## src/rtl/multicycle_ctrl.sv

```systemverilog
// multicycle_ctrl: RV32I multicycle control FSM with mem handshake, watchdog, sticky trap; FPU path under FPU_EN
module multicycle_ctrl #(
   parameter int OP_W        = 7,
   parameter int ALUOP_W     = 3,
   parameter int MEM_TIMEOUT = 255
) (
   input  logic               clk,
   input  logic               rst,
   input  logic [OP_W-1:0]    op,
   input  logic               mem_ready,
   input  logic               fpu_done,
   output logic               pcwrite,
   output logic               memwrite,
   output logic               irwrite,
   output logic               regwrite,
   output logic               pcbufwrite,
   output logic               iord,
   output logic               branch,
   output logic [1:0]         alusrca,
   output logic [1:0]         alusrcb,
   output logic [1:0]         regsrc,
   output logic [1:0]         pcsrc,
   output logic [ALUOP_W-1:0] aluop,
   output logic               mem_req,
   output logic               fpu_start,
   output logic               trap,
   output logic [4:0]         state_o
);
   localparam int CW = MEM_TIMEOUT > 1 ? $clog2(MEM_TIMEOUT) : 1;
   typedef enum logic [4:0] {
      FETCH, DECODE, MEMADR, MEMREAD, MEMWB, MEMWRITE, EXECUTE, IMMEX, AUIPCEX,
      ALUWB, BRANCH, LUIEX, JALEX, JALREX, FPEX, FPWAIT, TRAP
   } state_t;
   state_t state, state_n;
   logic [CW-1:0] cnt;
   logic wait_st, done, tmo;
   assign wait_st = state inside {FETCH, MEMREAD, MEMWRITE, FPWAIT};
   assign done    = state == FPWAIT ? fpu_done : mem_ready;
   assign tmo     = MEM_TIMEOUT != 0 && wait_st && !done && cnt == CW'(MEM_TIMEOUT - 1);
   // state register and watchdog: counter runs only while parked in a wait state
   always_ff @(posedge clk) begin
      if (rst) begin
         state <= FETCH;
         cnt   <= '0;
      end else begin
         state <= state_n;
         cnt   <= (state_n == state && wait_st) ? cnt + 1'b1 : '0;
      end
   end
   // next state: completion beats a timeout landing in the same cycle
   always_comb begin
      state_n = TRAP;
      case (state)
         FETCH:    state_n = mem_ready ? DECODE : tmo ? TRAP : FETCH;
         DECODE:
            case (op)
               7'b0000011, 7'b0100011: state_n = MEMADR;
               7'b0110011: state_n = EXECUTE;
               7'b0010011: state_n = IMMEX;
               7'b1100011: state_n = BRANCH;
               7'b0110111: state_n = LUIEX;
               7'b0010111: state_n = AUIPCEX;
               7'b1101111: state_n = JALEX;
               7'b1100111: state_n = JALREX;
`ifdef FPU_EN
               7'b1010011: state_n = FPEX;
`endif
               default:    state_n = TRAP;
            endcase
         MEMADR:   state_n = op == 7'b0000011 ? MEMREAD : MEMWRITE;
         MEMREAD:  state_n = mem_ready ? MEMWB : tmo ? TRAP : MEMREAD;
         MEMWRITE: state_n = mem_ready ? FETCH : tmo ? TRAP : MEMWRITE;
         EXECUTE, IMMEX, AUIPCEX: state_n = ALUWB;
         MEMWB, ALUWB, BRANCH, LUIEX, JALEX, JALREX: state_n = FETCH;
         FPEX:     state_n = FPWAIT;
         FPWAIT:   state_n = fpu_done ? ALUWB : tmo ? TRAP : FPWAIT;
         default:  state_n = TRAP;
      endcase
   end
   // Moore outputs, except fetch write strobes which wait on mem_ready; everything forced low in reset
   always_comb begin
      {pcwrite, memwrite, irwrite, regwrite, pcbufwrite, iord, branch} = '0;
      {alusrca, alusrcb, regsrc, pcsrc} = '0;
      aluop     = '0;
      mem_req   = 1'b0;
      fpu_start = 1'b0;
      trap      = 1'b0;
      state_o   = rst ? 5'd0 : state;
      if (!rst)
         case (state)
            FETCH: begin
               mem_req = 1'b1;
               alusrcb = 2'b01;
               {irwrite, pcwrite, pcbufwrite} = {3{mem_ready}};
            end
            DECODE:   alusrcb = 2'b10;
            MEMADR:   {alusrca, alusrcb} = 4'b0110;
            MEMREAD:  {mem_req, iord} = 2'b11;
            MEMWB:    {regwrite, regsrc} = 3'b101;
            MEMWRITE: {mem_req, iord, memwrite} = 3'b111;
            EXECUTE: begin
               alusrca = 2'b01;
               aluop   = ALUOP_W'(2);
            end
            IMMEX: begin
               {alusrca, alusrcb} = 4'b0110;
               aluop = ALUOP_W'(3);
            end
            AUIPCEX:  {alusrca, alusrcb} = 4'b1010;
            ALUWB:    regwrite = 1'b1;
            BRANCH: begin
               alusrca = 2'b01;
               aluop   = ALUOP_W'(1);
               branch  = 1'b1;
               pcsrc   = 2'b01;
            end
            LUIEX:    {regwrite, regsrc} = 3'b110;
            JALEX:    {regwrite, regsrc, pcwrite, pcsrc} = 6'b111101;
            JALREX: begin
               {alusrca, alusrcb} = 4'b0110;
               {regwrite, regsrc, pcwrite, pcsrc} = 6'b111110;
            end
`ifdef FPU_EN
            FPEX:     fpu_start = 1'b1;
`endif
            FPWAIT:   aluop = ALUOP_W'(4);
            TRAP:     trap = 1'b1;
            default:  trap = 1'b0;
         endcase
   end
endmodule

```

## config.mk

```make
export PLATFORM = sky130hd
export DESIGN_NAME = multicycle_ctrl
export DESIGN_NICKNAME = d
export VERILOG_FILES = /design/src/rtl/multicycle_ctrl.sv
export SDC_FILE = /design/constraint.sdc
export NUM_CORES = 1
export LEC_CHECK = 0
export CORE_ASPECT_RATIO = 0.8
export CORE_MARGIN = 4
export CORE_UTILIZATION = 50
export CTS_CLUSTER_DIAMETER = 80
export DETAILED_ROUTE_END_ITERATION = 16
export PLACE_DENSITY = 0.85
export SYNTH_ARGS = -nofsm -noshare
export SYNTH_HDL_FRONTEND = slang
export SYNTH_SLANG_ARGS = --single-unit
```

## constraint.sdc

```tcl
create_clock -name clk -period 5.09 [get_ports clk]
set_clock_uncertainty 0.05 [all_clocks]
set_input_delay 1.018 -clock clk [delete_from_list [all_inputs] [get_ports clk]]
set_output_delay 1.018 -clock clk [all_outputs]
set_load 0.05 [all_outputs]
```

Yosys cells after proc, flatten, opt, wreduce, memory -nomap -nowiden
Cells that the tools add are included.
W data, S select, Z words.
Storage, ports and cells
  word-level logic and storage cells: 87
  bits of input ports: 11
  register bits: 13
  output and inout port bits: 26
Cells by class
  equal/unequal tests: 27
  multiplexer cells: 39
  $add $sub $neg: 1
  reduce and logical (&&, ||, !) cells: 17
  bitwise operators: 1
Operators by type and width (count)
  $mux W5: 9
  $pmux W5 S9: 1
  $eq A5 B4 Y1 const B: 8
  $pmux W5 S8: 1
  $eq A7 B6 Y1 const B: 3
  $eq A7 B7 Y1 const B: 3
  $eq A5 B3 Y1 const B: 4
  $mux W1: 16
  $reduce_or A5 Y1: 3
  $eq A7 B5 Y1 const B: 2
  $pmux W2 S2: 3
  $pmux W3 S4: 1
  $eq A5 B2 Y1 const B: 2
  $reduce_or A2 Y1: 5
  $add A8 B1 Y8 const B: 1
  $eq A8 B8 Y1 const B: 1
  $mux W2: 4
  $eq A7 B2 Y1 const B: 1
  $mux W3: 2
  $pmux W2 S3: 1
  $reduce_or A3 Y1: 2
  $reduce_or A6 Y1: 1
  $eq A5 B1 Y1 const B: 1
  $eq A5 B5 Y1: 1
  other kinds (7): 9

Longest topological paths before layout
  depth in word-level cells: 12
  depth in mapped cells: 8
  mapped depth without buffers: 8

Worst setup path after synthesis
No wires, ideal clock.
  kind: input -> output
  start point: input port rst
  end point: output port pcwrite
  stages on the path: 3
  required time: 4.022 ns
  data arrival time: 3.609 ns
  buffers on the path: 0
  setup slack: 0.413 ns
  path through: nor4_1 > and2_1 > a31o_2
Between the ends
  longest elaborated chain between the ends: 1
Ends and longest elaborated chain
  from (decl): RTL line 8  | input logic rst,
  $mux W1: RTL line 89  | if (!rst)
  to (decl): RTL line 12  | output logic pcwrite,
Every way passes these cells.

Final worst setup path
  start point: input port rst
  end point: output port regwrite
Between the ends
  longest elaborated chain between the ends: 1
Ends and longest elaborated chain
  $mux W1: RTL line 89
  to (decl): RTL line 15  | output logic regwrite,
Every way passes these cells.

==> out/summary.md <==
- complete, no violations — status
- 219 — number of fill cells in the layout
- 67.2% — Core Util, Final
- 65.1 µm — width of the die
- 7.17 µm² — Avg Inst Size Synth
- 0.875 — Routability Congestion
- 0 — remaining routing DRC violations
- 5.80% — share of cells above drive strength 1
- 41.5% — simple-gate share of the synthesized area
- 5800 µm — global-route wire length before repair
- cnt[0] — Worst Hold Launch
- 0 — Slew Limit Fails
- 0.0856 mV — maximum resistive drop on vdd
- 1 — CTS H-tree lvls
- 0.00163 mm² — placed inst area
- 3.20 ns — data arrival time of the worst path
- 160 mW/mm² — power per cell area
- 0.454 ns — Post-Route Hold Slack
- 0 — Detail Route Antenna Nets
- 7.38% — post-synthesis share of cell area spent on xor and xnor gates
- 0 — endpoints failing setup
- 195 — Synth Net Count
- 21.3% — Synth Area in Compound Gates
- sky130_fd_sc_hd__clkbuf_4 — clock root buffer
- no — RSZ-0062 raised after global routing
- 221 — net count reported at finish
- in2out — type of the worst setup path
- 51.5% — remaining max-slew budget at the tightest pin
- 4 — Pre-Repair DR Iteration Count
- 3480 µm — total detailed-routing wirelength
- 0 — count of endpoints failing hold in the final timing report
- 0.000543 µW — Leakage
- 3 — number of CTS-inserted buffers
- 0.00131 mm² — post-synthesis cell area
- 1,249 — via count of the first global-routing pass
- 13 — clock sink count
- 4.26 ns — minimum clock period
- 2740 µm — placed wire-length estimate
- 35 — IO Port Bufs
- 13 — flip-flop and latch count after synthesis
- done — TritonCTS clock tree
- 0.767% — fraction of synthesized area in multiplexers
- 234 µm — Met3 Routed Length
- 16 — placement row count
- 0% — share of synthesized registers carrying an async set or reset
- 1.92% — synthesized-area fraction occupied by adder cells
- simple AND/OR/NAND/NOR gates — main combinational cell family by area after synthesis
- 1700 µm — met2 wire length
- 10 — Critical Path Fanout Max
- 0 — Resized cells post-CTS
- 83.8% — period utilization
- 0.727 ns — slew at the pin closest to its max-slew limit
- 0.00350 mm² — floorplan die area
- 239 — Placed Cells incl. Taps
- 23 — largest net degree at the start of global routing
- 182 — instance count of the mapped netlist
- 4.02 ns — critical path data required time
- 26.8% — Area growth syn-to-layout
- 1,428 — total via count after detailed routing
- 14.3 µm — per-cell routed wire length
- output port — Crit. End Element
- sky130_fd_sc_hd__dfxtp_1 — Main synth FF type
- 5.88 — Vias/cell
- 0.00166 mm² — post-route cell area
- 20.7% — global-route usage over all layers
- 2 — CTS max path bufs
- 0 — Overflow after GRT
- 0 — maxcap violations
- rst — Critical path origin
- 50 — unique cell type count in the Yosys netlist
- 53.0% — Starting Density
- 0 — antenna violations before repair
- met3 — uppermost layer routed
- 0 — warnings from Yosys
- 243 — final standard cell count with taps included and fillers excluded
- state[2] — reg-to-reg critical path startpoint
- 19.9% — sequential-to-total area share from yosys stat
- reg2reg — worst min-delay path class
- 0 — number of enable flip-flop cells after synthesis
- 53.7 µm — Die Y
- 0 ns — setup TNS
- 1550 µm — routed metal-1 wirelength
- 235 MHz — FMAX
- 0.27 ns — clock insertion delay at the later pin of the skew report
- primary input — type of origin of the critical path
- 0 — post-cts hold buffer count
- 0 — number of buffers inserted to repair setup after CTS
- sky130_fd_sc_hd__clkdlybuf4s50_1 — most common cell after layout, fill and taps aside
- 0.07 ns — clock slew at reported path FFs
- 161 — Starting DRT DRC Count
- 0 — Diodes inserted
- 37 — Boundary Pins
- sky130_fd_sc_hd__clkdlybuf4s50_1 (35), sky130_fd_sc_hd__nor2_1 (25), sky130_fd_sc_hd__dfxtp_1 (13) — commonest cells after routing, fill and taps aside
- 0.00246 mm² — placeable core region
==> routing by layer <==
metal | vias to the layer above | global-route usage [%]
met1 | 661 | 27.3
met5 | - | 0
met3 | 0 | 3.97
met2 | 58 | 37.7
met4 | 0 | 0
li1 | 709 | -
==> path summary, 6_finish.rpt <==
check / end / slack, ns / cells past startpoint
setup reg to reg: cnt[2] / 2.42 / 6
hold reg to reg: cnt[0] / 0.45 / 1
hold / removal: cnt[0] / 0.45 / 1
setup / recovery: regwrite / 0.83 / 5
==> where the power goes <==
part | internal [µW] | switching [µW] | leakage (µW)
logic | 34.8 | 54.0 | 0.000423
registers | 105 | 10.1 | 0.000105
clock network | 30.3 | 30.4 | 0.0000150
total | 170 | 94.4 | 0.000543
==> cells in the mapped netlist (4+ instances only) <==
cell | count | area share, %
sky130_fd_sc_hd__and3_1 | 6 | 2.9
sky130_fd_sc_hd__xnor2_1 | 7 | 4.7
sky130_fd_sc_hd__nor3_1 | 8 | 3.1
sky130_fd_sc_hd__nand4_1 | 5 | 2.4
sky130_fd_sc_hd__nor2_1 | 25 | 7.2
sky130_fd_sc_hd__dfxtp_1 | 13 | 20
sky130_fd_sc_hd__nand2_1 | 9 | 2.6
sky130_fd_sc_hd__xor2_1 | 4 | 2.7
sky130_fd_sc_hd__clkbuf_1 | 6 | 1.7
sky130_fd_sc_hd__buf_2 | 6 | 2.3
sky130_fd_sc_hd__a21oi_1 | 8 | 3.1
sky130_fd_sc_hd__nand2b_1 | 8 | 3.8
sky130_fd_sc_hd__nand3_1 | 7 | 2.7
sky130_fd_sc_hd__o21ai_0 | 8 | 3.1
sky130_fd_sc_hd__nor2b_1 | 9 | 4.3
==> sequential cells by signal, indices dropped and copies added, names as in the netlist <==
register / flops
cnt: 8
state: 5
==> worst max-delay path, stage by stage <==
cell,delay [ns]
sky130_fd_sc_hd__clkdlybuf4s50_1,0.58
sky130_fd_sc_hd__nor2_1,0.36
sky130_fd_sc_hd__o21ai_0,0.18
sky130_fd_sc_hd__a211oi_1,0.21
sky130_fd_sc_hd__clkdlybuf4s50_1,0.84
==> logic make-up (layout without fill, tap and decap cells) <==
family          Yosys count  count (layout)
simple gates             99              99
fa+ha+maj                 2               2
other cells               1               1
mux                       1               1
xor+xnor                 11              11
buf+inv                  18              43
compound gates           37              37
flops                    13              13
==> final cells by class <==
cell class	instances	area (µm²)	share of cell area, %
inverters	3	11.3	0.680
multi-input cells	151	955	57.7
repair buffers	36	358	21.6
well taps	36	45.0	2.72
clock buffers	4	26.3	1.59
flip-flops and latches	13	260	15.7
==> per-stage QoR <==
step / worst slack, ns / total power (µW)
after floorplan: 0.413 / 177
after global routing: 0.654 / 278
after global placement: 0.928 / 202
final: 0.827 / 264
after detailed placement: 0.841 / 205
after CTS: 0.838 / 265
Power figures use the tool's default switching activity.
